File: config.mk
export PLATFORM = sky130hd
export DESIGN_NAME = text_load_sequencer_flat
export DESIGN_NICKNAME = d
export VERILOG_FILES = /design/src/rtl/text_load_sequencer_pkg.sv /design/src/rtl/text_load_sequencer_if.sv /design/src/rtl/text_load_sequencer_start_pulser.sv /design/src/rtl/text_load_sequencer.sv /design/src/flat_wrapper.sv
export SDC_FILE = /design/constraint.sdc
export NUM_CORES = 1
export LEC_CHECK = 0
export ABC_AREA = 1
export ABC_CLOCK_PERIOD_IN_PS = 1700
export CORE_MARGIN = 2
export CORE_UTILIZATION = 45
export CTS_BUF_LIST = sky130_fd_sc_hd__clkbuf_8
export CTS_CLUSTER_DIAMETER = 60
export DETAILED_ROUTE_END_ITERATION = 7
export GPL_TIMING_DRIVEN = 1
export PLACE_DENSITY = 0.79
export RECOVER_POWER = 25
export SLEW_MARGIN = 20
export SYNTH_ARGS = -nofsm -noshare
export SYNTH_HDL_FRONTEND = slang
export SYNTH_SLANG_ARGS = --single-unit
File: constraint.sdc
create_clock -name clk -period 1.7 [get_ports clk]
set_input_delay 0.255 -clock clk [delete_from_list [all_inputs] [get_ports clk]]
set_output_delay 0.255 -clock clk [all_outputs]
set_load 0.02 [all_outputs]
File: src/rtl/text_load_sequencer_pkg.sv
// Shared types and constants for the text RAM load sequencer.
package text_load_pkg;

    typedef enum logic [2:0] {
        BOOT    = 3'd0,
        RUN     = 3'd1,
        DRAIN   = 3'd2,
        LOAD    = 3'd3,
        RESTART = 3'd4,
        ERROR   = 3'd5
    } seq_state_t;

    localparam int START_DELAY_W = 4;

endpackage

File: src/rtl/text_load_sequencer_if.sv
// Ring token, upload stream and text RAM write bundle of the load sequencer.
interface text_load_sequencer_if #(
    parameter int ADDR_WIDTH = 8,
    parameter int DATA_WIDTH = 12
);
    logic                  fetch_req;
    logic                  ram_req;
    logic                  core_start;
    logic                  pc_clear;
    logic                  core_hold;
    logic                  load_valid;
    logic [DATA_WIDTH-1:0] load_word;
    logic                  load_last;
    logic                  load_ready;
    logic                  ram_we;
    logic [ADDR_WIDTH-1:0] ram_waddr;
    logic [DATA_WIDTH-1:0] ram_wdata;
    logic [DATA_WIDTH-1:0] load_csum;
    logic                  busy;
    logic                  overflow;
    logic                  csum_err;

    modport slave (
        input  fetch_req, load_valid, load_word, load_last, load_csum,
        output ram_req, core_start, pc_clear, core_hold, load_ready,
               ram_we, ram_waddr, ram_wdata, busy, overflow, csum_err
    );

    modport master (
        output fetch_req, load_valid, load_word, load_last, load_csum,
        input  ram_req, core_start, pc_clear, core_hold, load_ready,
               ram_we, ram_waddr, ram_wdata, busy, overflow, csum_err
    );
endinterface

File: src/rtl/text_load_sequencer_start_pulser.sv
// Delay counter that fires after START_DELAY enabled cycles and emits a registered one-cycle pulse.
module start_pulser
    import text_load_pkg::*;
#(
    parameter int START_DELAY = 3
) (
    input  logic clk,
    input  logic reset,
    input  logic count_en,
    output logic fire,
    output logic pulse
);
    localparam logic [START_DELAY_W-1:0] LAST_CNT = START_DELAY_W'(START_DELAY - 1);
    localparam logic [START_DELAY_W-1:0] CNT_ZERO = {START_DELAY_W{1'b0}};
    localparam logic [START_DELAY_W-1:0] CNT_ONE  = {{(START_DELAY_W-1){1'b0}}, 1'b1};

    logic [START_DELAY_W-1:0] cnt_r;

    assign fire = count_en && (cnt_r == LAST_CNT);

    // Counter restarts whenever counting is not enabled, so each BOOT/RESTART visit starts fresh.
    always_ff @(posedge clk or posedge reset) begin
        if (reset) begin
            cnt_r <= CNT_ZERO;
            pulse <= 1'b0;
        end else begin
            pulse <= fire;
            if (!count_en || fire) begin
                cnt_r <= CNT_ZERO;
            end else begin
                cnt_r <= cnt_r + CNT_ONE;
            end
        end
    end
endmodule

File: src/rtl/text_load_sequencer.sv
// Text RAM port owner and start/stop controller of the MC14500B handshake ring.
// Optional upload checksum checking is enabled by defining TEXT_LOAD_CHECKSUM_EN.
module text_load_sequencer
    import text_load_pkg::*;
#(
    parameter int ADDR_WIDTH  = 8,
    parameter int DATA_WIDTH  = 12,
    parameter int START_DELAY = 3
) (
    input  logic                 clk,
    input  logic                 reset,
    text_load_sequencer_if.slave bus
);
    localparam logic [ADDR_WIDTH-1:0] ADDR_ZERO = {ADDR_WIDTH{1'b0}};
    localparam logic [ADDR_WIDTH-1:0] ADDR_ONE  = {{(ADDR_WIDTH-1){1'b0}}, 1'b1};
    localparam logic [ADDR_WIDTH-1:0] ADDR_TOP  = {ADDR_WIDTH{1'b1}};
    localparam logic [DATA_WIDTH-1:0] DATA_ZERO = {DATA_WIDTH{1'b0}};

    seq_state_t            state_r, next_state_s;
    logic                  count_en_s, fire_s;
    logic                  accept_s, write_s, last_s, load_entry_s, csum_bad_s;
    logic [ADDR_WIDTH-1:0] addr_r, addr_next_s, ram_waddr_r, ram_waddr_s;
    logic [DATA_WIDTH-1:0] ram_wdata_r, ram_wdata_s;
    logic                  full_r, full_next_s;
    logic                  ram_req_r, ram_req_s, pc_clear_r, pc_clear_s;
    logic                  hold_r, hold_s, load_ready_r, load_ready_s;
    logic                  ram_we_r, ram_we_s, overflow_r, overflow_s;

    // A load_valid seen in BOOT takes priority over the pending start pulse.
    assign count_en_s = ((state_r == BOOT) && !bus.load_valid) || (state_r == RESTART);

    start_pulser #(.START_DELAY(START_DELAY)) u_start_pulser (
        .clk      (clk),
        .reset    (reset),
        .count_en (count_en_s),
        .fire     (fire_s),
        .pulse    (bus.core_start)
    );

    assign accept_s = (state_r == LOAD) && bus.load_valid;
    assign write_s  = accept_s && !full_r;
    assign last_s   = accept_s && bus.load_last;

`ifdef TEXT_LOAD_CHECKSUM_EN
    logic [DATA_WIDTH-1:0] csum_r, csum_s;
    logic                  csum_err_r, csum_err_s;

    assign csum_bad_s = (csum_r ^ bus.load_word) != bus.load_csum;

    // Running XOR of every accepted word, including dropped ones, cleared on LOAD entry.
    always_comb begin
        csum_s     = csum_r;
        csum_err_s = csum_err_r;
        if (load_entry_s) begin
            csum_s     = DATA_ZERO;
            csum_err_s = 1'b0;
        end else if (accept_s) begin
            csum_s = csum_r ^ bus.load_word;
            if (bus.load_last && csum_bad_s) begin
                csum_err_s = 1'b1;
            end else begin
                csum_err_s = csum_err_r;
            end
        end else begin
            csum_s = csum_r;
        end
    end

    // Checksum accumulator and sticky error flag.
    always_ff @(posedge clk or posedge reset) begin
        if (reset) begin
            csum_r     <= DATA_ZERO;
            csum_err_r <= 1'b0;
        end else begin
            csum_r     <= csum_s;
            csum_err_r <= csum_err_s;
        end
    end

    assign bus.csum_err = csum_err_r;
`else
    logic unused_csum_s;
    assign unused_csum_s = ^bus.load_csum;
    assign csum_bad_s    = 1'b0;
    assign bus.csum_err  = 1'b0;
`endif

    // State register.
    always_ff @(posedge clk or posedge reset) begin
        if (reset) begin
            state_r <= BOOT;
        end else begin
            state_r <= next_state_s;
        end
    end

    // Next-state logic; a fetch token that meets an upload request is absorbed, never forwarded.
    always_comb begin
        next_state_s = state_r;
        case (state_r)
            BOOT: begin
                if (bus.load_valid)  next_state_s = LOAD;
                else if (fire_s)     next_state_s = RUN;
                else                 next_state_s = BOOT;
            end
            RUN: begin
                if (bus.load_valid && bus.fetch_req) next_state_s = LOAD;
                else if (bus.load_valid)             next_state_s = DRAIN;
                else                                 next_state_s = RUN;
            end
            DRAIN: begin
                if (bus.fetch_req) next_state_s = LOAD;
                else               next_state_s = DRAIN;
            end
            LOAD: begin
                if (last_s && csum_bad_s) next_state_s = ERROR;
                else if (last_s)          next_state_s = RESTART;
                else                      next_state_s = LOAD;
            end
            RESTART: begin
                if (fire_s) next_state_s = RUN;
                else        next_state_s = RESTART;
            end
            ERROR: begin
                if (bus.load_valid) next_state_s = LOAD;
                else                next_state_s = ERROR;
            end
            default: next_state_s = BOOT;
        endcase
    end

    // Output and datapath next values; outputs are registered from the next state.
    always_comb begin
        load_entry_s = (state_r != LOAD) && (next_state_s == LOAD);
        ram_req_s    = (state_r == RUN) && bus.fetch_req && !bus.load_valid;
        pc_clear_s   = (next_state_s == RESTART) && (state_r != RESTART);
        hold_s       = next_state_s != RUN;
        load_ready_s = next_state_s == LOAD;
        ram_we_s     = write_s;
        addr_next_s  = addr_r;
        full_next_s  = full_r;
        overflow_s   = overflow_r;
        if (load_entry_s || last_s) begin
            addr_next_s = ADDR_ZERO;
            full_next_s = 1'b0;
        end else if (write_s) begin
            addr_next_s = addr_r + ADDR_ONE;
            full_next_s = addr_r == ADDR_TOP;
        end else begin
            addr_next_s = addr_r;
        end
        if (load_entry_s) begin
            overflow_s = 1'b0;
        end else if (accept_s && full_r) begin
            overflow_s = 1'b1;
        end else begin
            overflow_s = overflow_r;
        end
        ram_waddr_s = write_s ? addr_r : addr_next_s;
        ram_wdata_s = write_s ? bus.load_word : ram_wdata_r;
    end

    // Output and write-pointer registers.
    always_ff @(posedge clk or posedge reset) begin
        if (reset) begin
            addr_r       <= ADDR_ZERO;
            full_r       <= 1'b0;
            ram_req_r    <= 1'b0;
            pc_clear_r   <= 1'b0;
            hold_r       <= 1'b1;
            load_ready_r <= 1'b0;
            ram_we_r     <= 1'b0;
            ram_waddr_r  <= ADDR_ZERO;
            ram_wdata_r  <= DATA_ZERO;
            overflow_r   <= 1'b0;
        end else begin
            addr_r       <= addr_next_s;
            full_r       <= full_next_s;
            ram_req_r    <= ram_req_s;
            pc_clear_r   <= pc_clear_s;
            hold_r       <= hold_s;
            load_ready_r <= load_ready_s;
            ram_we_r     <= ram_we_s;
            ram_waddr_r  <= ram_waddr_s;
            ram_wdata_r  <= ram_wdata_s;
            overflow_r   <= overflow_s;
        end
    end

    assign bus.ram_req    = ram_req_r;
    assign bus.pc_clear   = pc_clear_r;
    assign bus.core_hold  = hold_r;
    assign bus.busy       = hold_r;
    assign bus.load_ready = load_ready_r;
    assign bus.ram_we     = ram_we_r;
    assign bus.ram_waddr  = ram_waddr_r;
    assign bus.ram_wdata  = ram_wdata_r;
    assign bus.overflow   = overflow_r;
endmodule

File: src/flat_wrapper.sv
// flat-port wrapper written by rule: the top's interface ports become plain ports
module text_load_sequencer_flat import text_load_pkg::*;
#(
    parameter int ADDR_WIDTH  = 8,
    parameter int DATA_WIDTH  = 12,
    parameter int START_DELAY = 3
)
  (clk, reset, bus_fetch_req, bus_load_valid, bus_load_word, bus_load_last, bus_load_csum, bus_ram_req, bus_core_start, bus_pc_clear, bus_core_hold, bus_load_ready, bus_ram_we, bus_ram_waddr, bus_ram_wdata, bus_busy, bus_overflow, bus_csum_err);
  text_load_sequencer_if #(.ADDR_WIDTH(ADDR_WIDTH), .DATA_WIDTH(DATA_WIDTH)) bus_i ();
  input  logic clk;
  input  logic reset;
  input wire logic [$bits(bus_i.fetch_req)-1:0] bus_fetch_req;
  input wire logic [$bits(bus_i.load_valid)-1:0] bus_load_valid;
  input wire logic [$bits(bus_i.load_word)-1:0] bus_load_word;
  input wire logic [$bits(bus_i.load_last)-1:0] bus_load_last;
  input wire logic [$bits(bus_i.load_csum)-1:0] bus_load_csum;
  output wire logic [$bits(bus_i.ram_req)-1:0] bus_ram_req;
  output wire logic [$bits(bus_i.core_start)-1:0] bus_core_start;
  output wire logic [$bits(bus_i.pc_clear)-1:0] bus_pc_clear;
  output wire logic [$bits(bus_i.core_hold)-1:0] bus_core_hold;
  output wire logic [$bits(bus_i.load_ready)-1:0] bus_load_ready;
  output wire logic [$bits(bus_i.ram_we)-1:0] bus_ram_we;
  output wire logic [$bits(bus_i.ram_waddr)-1:0] bus_ram_waddr;
  output wire logic [$bits(bus_i.ram_wdata)-1:0] bus_ram_wdata;
  output wire logic [$bits(bus_i.busy)-1:0] bus_busy;
  output wire logic [$bits(bus_i.overflow)-1:0] bus_overflow;
  output wire logic [$bits(bus_i.csum_err)-1:0] bus_csum_err;
  assign bus_i.fetch_req = bus_fetch_req;
  assign bus_i.load_valid = bus_load_valid;
  assign bus_i.load_word = bus_load_word;
  assign bus_i.load_last = bus_load_last;
  assign bus_i.load_csum = bus_load_csum;
  assign bus_ram_req = bus_i.ram_req;
  assign bus_core_start = bus_i.core_start;
  assign bus_pc_clear = bus_i.pc_clear;
  assign bus_core_hold = bus_i.core_hold;
  assign bus_load_ready = bus_i.load_ready;
  assign bus_ram_we = bus_i.ram_we;
  assign bus_ram_waddr = bus_i.ram_waddr;
  assign bus_ram_wdata = bus_i.ram_wdata;
  assign bus_busy = bus_i.busy;
  assign bus_overflow = bus_i.overflow;
  assign bus_csum_err = bus_i.csum_err;
  text_load_sequencer #(.ADDR_WIDTH(ADDR_WIDTH), .DATA_WIDTH(DATA_WIDTH), .START_DELAY(START_DELAY)) u_core (.clk(clk), .reset(reset), .bus(bus_i));
endmodule
; ---- Word level (Yosys, flattened, before mapping)
; Cells that the tools add are included.
[totals]
mem_bits_rw = 0
latchBits = 0
n_memories = 0
elab_cells = 64
input_bits = 29
mem_bits_ro = 0
output_inout_bits = 29
ff_bits = 43
[classes]
eq_ne = 12
div = 0
n_mul = 0
n_reduce_logical = 20
magnitude_cmp = 0
bitwise_logic = 0
shift = 0
n_addsub = 2
muxes = 17
[ops]
columns = op, count
row1 = $mux W8, 3
row2 = $pmux W3 S6, 1
row3 = $mux W3, 5
row4 = $logic_and A1 B1 Y1, 11
row5 = $eq A3 B2 Y1 const B, 3
row6 = $eq A3 B3 Y1 const B, 3
row7 = $add A8 B1 Y8 const B, 1
row8 = $eq A8 B8 Y1 const B, 1
row9 = $mux W1, 6
row10 = $add A4 B1 Y4 const B, 1
row11 = $eq A4 B2 Y1 const B, 1
row12 = $mux W4, 1
row13 = $reduce_bool A2 Y1, 2
row14 = $eq A3 B1 Y1 const B, 1
row15 = $logic_not A1 Y1, 3
row16 = $logic_not A3 Y1, 1
row17 = $logic_or A1 B1 Y1, 3
row18 = $ne A3 B1 Y1 const B, 1
row19 = $ne A3 B2 Y1 const B, 1
row20 = $ne A3 B3 Y1 const B, 1
row21 = $mux W2, 1

; ---- Longest topological paths before layout
; Gate-level depths: netlist of run 1.
[logic_depth]
depth_word = 12
ltp_mapped = 10
ltp_nobuf = 9

; ---- Hierarchy
; Synthesis of run 1 repeated with hierarchy kept, for this count alone.
[hier_totals]
hier_cells = 210
hier_area_um2 = 1891.8
[by_module_without_submodules]
columns = module, cells_each, n_inst, area_each_um2, seq_area_each_um2
row1 = text_load_sequencer, 186, 1, 1661.6, 952.2
row2 = start_pulser, 24, 1, 230.2, 125.1

; ---- Worst setup path after synthesis of run 1
; No wires, ideal clock.
[synth_path]
path_type = reg2reg
start = register u_core.u_start_pulser.cnt_r[0]
end = register u_core.ram_waddr_r[6] (netlist: u_core.bus.ram_waddr[6])
stages_incl_launch_ff = 11
arrival_ns = 1.421
n_path_buf = 1
synth_period_minus_slack_ns = 1.495
path_slack_ns = 0.205
cell_sequence = dfrtp_1 -> inv_1 -> ha_1 -> nand2_1 -> nand2_1 -> a21oi_4 -> nand2_4 -> nand3_2 -> nand2_4 -> buf_6 -> a21oi_4
[synth_via]
elab_chain_len = 10
[synth_lines]
columns = item, line
row1 = "start, declared", text_load_sequencer_start_pulser.sv:17  ; logic [START_DELAY_W-1:0] cnt_r;
row2 = "start signal, assigned", text_load_sequencer_start_pulser.sv:31  ; cnt_r <= cnt_r + CNT_ONE;
row3 = $eq A4 B2 Y1 (*), text_load_sequencer_start_pulser.sv:19  ; assign fire = count_en && (cnt_r == LAST_CNT);
row4 = $logic_and A1 B1 Y1 (*), text_load_sequencer_start_pulser.sv:19
row5 = $mux W1, text_load_sequencer.sv:103  ; else if (fire_s) next_state_s = RUN;
row6 = $mux W3, text_load_sequencer.sv:102  ; if (bus.load_valid) next_state_s = LOAD;
row7 = $pmux W3 S6 (*), text_load_sequencer.sv:100  ; case (state_r)
row8 = via u_core.next_state_s[0], text_load_sequencer.sv:19  ; seq_state_t state_r, next_state_s;
row9 = $eq A3 B2 Y1 (*), text_load_sequencer.sv:134  ; load_entry_s = (state_r != LOAD) && (next_state_s == LOAD);
row10 = $logic_and A1 B1 Y1 (*), text_load_sequencer.sv:134
row11 = $logic_or A1 B1 Y1 (*), text_load_sequencer.sv:143  ; if (load_entry_s || last_s) begin
row12 = $mux W8 (*), text_load_sequencer.sv:143
row13 = $mux W8 (*), text_load_sequencer.sv:159  ; ram_waddr_s = write_s ? addr_r : addr_next_s;
row14 = via u_core.ram_waddr_s[6], text_load_sequencer.sv:22  ; logic [ADDR_WIDTH-1:0] addr_r, addr_next_s, ram_waddr_r, ram_waddr_s;
row15 = "end signal, assigned", text_load_sequencer.sv:184  ; ram_waddr_r <= ram_waddr_s;
row16 = "end, declared", text_load_sequencer.sv:22
; Mark *: on every way through the listed nets, which the timed path passes. The rest lies on a longest branch.
; A chain may end at the register's enable or synchronous reset.

; ---- Worst setup path after layout of run 1
[layout_path]
start = register u_core.u_start_pulser.cnt_r[0]
end = register u_core.ram_waddr_r[5] (netlist: u_core.bus.ram_waddr[5])
; Same word-level chain as after synthesis.

==> results of run 1 <==
## logic make-up after synthesis
group	share of synthesized area
and+or+nand+nor	0.244
DFF	0.557
buffers and inverters	0.0698
AOI/OAI and AO/OA	0.0718
xor gates and xnor gates	0.0362
adders and majority gates	0.0194
other	0.00194
## power by group
group / switching (mW) / total (mW) / internal [mW] / leakage, nW
clock network: 0.350 / 0.825 / 0.475 / 0.0612
logic: 1.00 / 1.70 / 0.696 / 0.626
registers: 0.170 / 1.45 / 1.28 / 0.569
## placed cells by master (no fill, tap or decap), types with 3 or more instances in the layout
master	Yosys	routed
buf_4	2	9
clkdlybuf4s50_1	0	41
a21oi_1	11	11
a21oi_2	3	3
nor2_1	16	16
clkbuf_8	0	6
nor2_2	8	8
dfrtp_1	42	40
inv_1	20	20
nand2_1	58	58
ha_1	3	3
nand3_1	6	6
inv_2	4	4
nor3_1	4	4
xor2_1	7	7
## how the worst max path moves through the flow
stage                                         startpoint                      end  slack [ns]
final                     u_core.u_start_pulser.cnt_r[0]  u_core.bus.ram_waddr[5]        0.14
after global routing      u_core.u_start_pulser.cnt_r[0]  u_core.bus.ram_waddr[5]       0.004
after CTS                                u_core.bus.busy                 bus_busy        0.02
after detailed placement                  bus_load_valid  u_core.bus.ram_waddr[4]       -0.09
after global placement                    bus_load_valid  u_core.bus.ram_waddr[0]       -0.06
after floorplan           u_core.u_start_pulser.cnt_r[0]  u_core.bus.ram_waddr[6]        0.21
## sequential cells by signal, summed over array words and instances, names as in the netlist, 3 cells and up
register	flops
u_core.addr_r	8
u_core.bus.ram_waddr	8
u_core.bus.ram_wdata	12
u_core.state_r	3
u_core.u_start_pulser.cnt_r	4
## layer usage
metal	vias up	wire length [um]	GRT usage
met5	-	0	0
met4	0	59	0.0741
met3	8	153	0.0363
met2	26	2010	0.303
met1	723	1600	0.202
li1	748	-	-
## final cells by class
class | instances | area share
Clock buffer | 6 | 0.0317
Multi-Input combinational cell | 134 | 0.281
Inverter | 24 | 0.0346
Sequential cell | 43 | 0.415
Timing Repair Buffer | 55 | 0.200
Clock inverter | 2 | 0.0135
Tap cell | 50 | 0.0240
## timing repair
item | 4_1_cts | 5_1_grt
endpoints found under the setup margin | 0 | 11
setup buffers | 0 | 1
resized for setup | 0 | 5
## stage by stage
stage	instances	utilization	power, mW	instance area, um^2	hold slack [ns]
6_report	314	0.641	3.97	2600	0.310
5_1_grt	314	0.641	4.22	2600	0.327
4_1_cts	313	0.640	3.98	2600	0.211
3_5_place_dp	305	0.611	3.15	2480	0.459
3_3_place_gp	305	0.611	3.10	2480	0.453
2_1_floorplan	208	-	2.53	1930	0.372
==> results.md, run 1 <==
- Status: completed
- Synthesis Warnings: 0
- Critical path data required time: about 1.9 ns
- Synth Area per Inst: just over 9 um^2
- Fin crit share: 0.918
- DRC Markers: 0
- Worst r2r src: u_core.u_start_pulser.cnt_r[0]
- Syn Nets: between 200 and 250
- # rows: 23
- Startpoint class of the critical path: flip-flop
- Setup slack, reg-to-reg: 0.14 ns
- # IOs: 58
- Max-slew violations: 0
- Top-area cell type share of the netlist area: 0.543
- Fmax: between 0.6 and 0.7 GHz
- Post-synthesis cell count: 208
- Layout Nets: 295
- Synth Flop Type: dfrtp_1
- Share of layout cells above drive strength 1: 0.174
- Antenna violations before repair: 0
- Placer Congestion: 0.889
- Top area cells in the synthesized netlist: dfrtp_1, nand2_1, inv_1, xor2_1, nor2_1
- Routed via count: 1505
- Total CTS buffers: 5
- Wire per inst: 12.2 um
- Pleak: 1.26 nW
- Unrepaired setup endpoints after global routing: no
- Post-synth EDFFs: 0
- Vias in the first global route: 1495
- RR Endpoint: u_core.bus.ram_waddr[5]
- Die area: between 4000 and 5000 um^2
- Post-route minimum period: between 1.5 and 2 ns
- Top-count cell post-synth: nand2_1
- Worst Setup End Kind: flip-flop
- Clock root buffer: clkbuf_8
- Core Area: 4060 um^2
- Number of port buffers: 44
- Mapped cell area: 1930 um^2
- # setup viols final: 0
- Routed wire length: 3.82 mm
- Final worst slack: ~0.14 ns
- CP Depth: 9
- MaxCap Viol Count: 0
- Layout area overhead: 34.5%
- Area leader, netlist: dfrtp_1
- Crit-path leading delay family: simple AND/OR/NAND/NOR gates
- Maximum vdd drop: ~900 uV
- Fin Setup TNS: 0 ns
- Worst Hold Class: in2async
- Synth cell count leaders: nand2_1, dfrtp_1, inv_1
- Ys async rst share: 1.00
- Diode count: 0
- Fillers: 339
- 1st-pass router iterations: 4
- First-pass GRT wire length: ~6.7 mm
- Antenna-violating nets left: 0
- CTS sink cnt: 43
- Reg area: roughly 1100 um^2
- Largest net degree at the start of global routing: 31
- Flip-flop and latch count after synthesis: 43
- Clk slew on worst S/H paths: 0.09 ns
- Netlist cell types: 31
- Slew headroom: 0.529
- Most frequent CP cell: nand2_1
- H-tree Lvls: 2
- Total GRT Usage: 0.172
- Worst-Margin Slew: 0.707 ns
- Clock buffer depth: 2
- Cell Chain, Critical Path: inv_1 -> ha_1 -> nand2_1 -> nand2_1 -> a21oi_4 -> nand2_4 -> nand3_2 -> nand2_8 -> a21oi_1
- Clk Latency, worst-skew pair: roughly 0.30 ns
- Sequential area share after synthesis: 0.557
- Die height: 69.6 um
- Die width: 69.6 um
- DP Worst Slack: -0.0886 ns
- Bufs and invs on worst path: 1
- PD cells: approximately 1500 nW/um^2
- CTS Hold Buffers Added: 0
- CP Max Fanout: 17
- Hold Fails Final Rpt: 0
- Vias per inst: between 4 and 5
- Skew final: 0.00934 ns
- DR iter-0 viols: 97
- R2R depth: 9
- Global route total overflow: 0
- Area of the multi-input gates: 731 um^2
- Worst Path Class, Setup: reg2reg
- DPL Wire Length: 2.80 mm
- Initial Utilization: 0.477
- Crit path largest cell delay: 0.38 ns
- Slowest CP cell: dfrtp_1
- CTS tree: done
- CP Data Arrival Time: 1.78 ns
No activity file was read; power rests on OpenSTA's default activity.
==> inputs of run 2 (changes only) <==
--- a/config.mk
+++ b/config.mk
@@ -5,7 +5,6 @@
 export SDC_FILE = /design/constraint.sdc
 export NUM_CORES = 1
 export LEC_CHECK = 0
-export ABC_AREA = 1
 export ABC_CLOCK_PERIOD_IN_PS = 1700
 export CORE_MARGIN = 2
 export CORE_UTILIZATION = 45
@@ -13,7 +12,7 @@
 export CTS_CLUSTER_DIAMETER = 60
 export DETAILED_ROUTE_END_ITERATION = 7
 export GPL_TIMING_DRIVEN = 1
-export PLACE_DENSITY = 0.79
+export PLACE_DENSITY = 0.74
 export RECOVER_POWER = 25
 export SLEW_MARGIN = 20
 export SYNTH_ARGS = -nofsm -noshare
==> run 2 against run 1 <==
The run now ends with negative setup slack left. Core utilization increased by 1.4 points. Worst setup slack got worse by 0.30 ns. Synthesized cell count decreased by 8.2%. Die area decreased by 0.19%. Global-route usage increased by 1.2 points. Via count increased by 2.4%. Synthesized area decreased by 0.19%.
==> results.md, run 2 <==
- Status: finished, violations left
- Failing checks: negative setup slack
- Clk slew on worst S/H paths: 0.08 ns (about the same)
- Synth Area per Inst: 10.1 um^2 (+8.7%)
- Post-synthesis cell count: 191 (-8.2%)
- Synth cell count leaders: dfrtp_1, nand2_1, inv_1
- Tot Pwr: 3.97 mW (-0.14%)
- RR Endpoint: u_core.addr_r[7]
- Startpoint class of the critical path: flip-flop
- First-pass GRT wire length: 7.15 mm (+7.0%)
- Top-area cell type share of the netlist area: 0.544 (+0.00106)
- Maximum vdd drop: 622 uV (-32%)
- # IOs: 58 (unchanged)
- Vias per inst: 5.05 (+5.4%)
- Vias in the first global route: 1526 (+2.1%)
- Diode count: 0 (unchanged)
- Unrepaired setup endpoints after global routing: yes
- Fillers: 315 (-7.1%)
- Largest net degree at the start of global routing: 18 (-42%)
- Clock buffer depth: 2 (unchanged)
- CP Max Fanout: 9 (-8)
- Netlist cell types: 46 (+48%)
- Cell Chain, Critical Path: inv_1 -> ha_1 -> or3b_4 -> a2111o_1 -> nand4_4 -> o2bb2a_4
- Core Area: 4060 um^2 (unchanged)
- Clk Latency, worst-skew pair: 0.29 ns (about the same)
- Syn Nets: 223 (-7.1%)
- Routed via count: 1541 (+2.4%)
- Worst Hold Class: in2async
- Die width: 69.5 um (about the same)
- Setup slack, reg-to-reg: -0.16 ns (-0.30 ns)
- Post-route minimum period: 1.86 ns (+0.299 ns)
- Crit-path leading delay family: compound AO/OA/AOI/OAI gates
- Max-slew violations: 0 (unchanged)
- Worst Path Class, Setup: reg2reg
- PD cells: 1490 nW/um^2 (-2.2%)
- Mapped cell area: 1930 um^2 (-0.19%)
- Global route total overflow: 0 (unchanged)
- Routed wire length: 4.13 mm (+8.1%)
- Die height: 69.5 um (about the same)
- Layout Nets: 286 (-3.1%)
- Wire per inst: 13.5 um (+11%)
- Final worst slack: -0.160 ns (-0.299 ns)
- Crit path largest cell delay: 0.46 ns (+0.08 ns)
- Fmax: 0.538 GHz (-16%)
- Synthesis Warnings: 0 (unchanged)
- # rows: 23 (unchanged)
- Post-synth EDFFs: 0 (unchanged)
- DP Area: 2550 um^2 (+2.7%)
- Die area: 4830 um^2 (-0.19%)
- Flip-flop count of the largest register after layout: 12 (unchanged)
- Fin crit share: 1.09 (+0.176)
- Top area cells in the synthesized netlist: dfrtp_1, nand2_1, xnor2_1, inv_1, a21oi_1
- H-tree Lvls: 2 (unchanged)
- Finished Cell Area: 2660 um^2 (+2.1%)
- Worst Setup End Kind: flip-flop
- Worst r2r src: u_core.u_start_pulser.cnt_r[0]
- CTS sink cnt: 43 (unchanged)
- Final Instance Count excl. Fillers: 305 (-2.9%)
- Post-Route Utilization: 0.655 (+0.0136)
- Initial Utilization: 0.476 (-0.000925)
- # setup viols final: 21 (+21)
- Dpl cells: 296 (-3.0%)
- Bufs and invs on worst path: 1 (unchanged)
- Layout area overhead: 37.7%
- Flip-flop and latch count after synthesis: 43 (unchanged)
- Slew headroom: 0.588 (+0.0592)
- Critical path data required time: 1.88 ns (-0.04 ns)
- Clock root buffer: clkbuf_8
- Synth Flop Type: dfrtp_1
- Number of port buffers: 44 (unchanged)
- DP Worst Slack: -0.242 ns (-0.153 ns)
- Total GRT Usage: 0.184 (+0.0118)
- R2R depth: 6 (-3)
- Area leader, netlist: dfrtp_1
- CTS tree: done
- Sequential area share after synthesis: 0.558 (+0.00108)
- DR iter-0 viols: 59 (-39%)
- CP Data Arrival Time: 2.04 ns (+0.26 ns)
- Placer Congestion: 0.855 (-3.9%)
- Antenna violations before repair: 0 (unchanged)
- Total CTS buffers: 5 (unchanged)
- DRC Markers: 0 (unchanged)
- 1st-pass router iterations: 5 (+1)
- Worst-Margin Slew: 0.618 ns (-0.0888 ns)
- Hold Fails Final Rpt: 0 (unchanged)
- Antenna-violating nets left: 0 (unchanged)
- Skew final: 0.00210 ns (-0.00725 ns)
- Most frequent cells in the layout: nand2_1, clkdlybuf4s50_1, dfrtp_1
- Share of layout cells above drive strength 1: 0.145 (-0.0291)
- Slowest CP cell: a2111o_1
- Ys async rst share: 1.00 (unchanged)
- Pleak: 1.21 nW (-3.7%)
- DPL Wire Length: 3.05 mm (+9.2%)
- MaxCap Viol Count: 0 (unchanged)
- Setup Buffers After CTS: 0 (unchanged)
run 2: cell type report:
class                   instances  area [um^2]  area share
flip-flops and latches         43         1080       0.405
multi-input cells             122          741       0.279
repair buffers                 66          613       0.231
clock buffers                   7         96.3      0.0363
well taps                      50         62.6      0.0235
inverters                      16         60.1      0.0226
clock inverters                 1         7.51     0.00282
run 2: metal layers:
metal / wire length [um] / track usage
met1: 1870 / 0.245
met2: 2050 / 0.298
met3: 157 / 0.0349
met4: 46 / 0.0719
met5: 0 / 0
run 2: kinds of logic (layout without fill, tap and decap cells):
family                   Yosys count  count (layout)  share of synthesized area
AO/OA/AOI/OAI                     34              34                      0.124
XOR/XNOR                           8               8                     0.0363
adder cells (fa/ha/maj)            3               3                     0.0194
buffers and inverters             27              90                     0.0648
flip-flops                        43              43                      0.558
multiplexers                       1               1                    0.00518
other                              1               1                    0.00194
AND/OR/NAND/NOR                   74              75                      0.190
run 2: where the power goes:
part / switching (mW) / leakage (nW) / internal, mW / total [mW]
logic: 1.04 / 0.590 / 0.821 / 1.86
clock network: 0.329 / 0.0505 / 0.369 / 0.698
registers: 0.144 / 0.569 / 1.27 / 1.41
total: 1.51 / 1.21 / 2.46 / 3.97
run 2: worst max path at each step:
stage | startpoint | endpoint | slack [ns] | depth (start not counted)
after floorplan | u_core.u_start_pulser.cnt_r[0] | u_core.bus.ram_waddr[5] | -0.13 | 7
after global placement | bus_load_valid | u_core.bus.ram_waddr[7] | -0.20 | 6
after detailed placement | bus_load_valid | u_core.addr_r[7] | -0.24 | 5
after CTS | u_core.u_start_pulser.cnt_r[0] | u_core.addr_r[7] | -0.17 | 6
after global routing | u_core.u_start_pulser.cnt_r[0] | u_core.bus.ram_waddr[2] | -0.25 | 6
final | u_core.u_start_pulser.cnt_r[0] | u_core.addr_r[7] | -0.16 | 6
run 2: metrics by stage:
| step | hold WS (ns) | setup TNS (ns) |
|---|---|---|
| global route | 0.409 | -4.51 |
| detailed placement | 0.462 | -5.11 |
| finish | 0.356 | -2.59 |
| global placement | 0.457 | -3.95 |
| floorplan | 0.360 | -1.27 |
| CTS | 0.239 | -2.71 |
run 2: repair_timing:
item / CTS / global route
gates resized for setup: 0 / 1
hold buffers: 0 / 0
endpoints found under the setup margin: 21 / 23
gates cloned: 1 / 0
pin swaps: 0 / 0
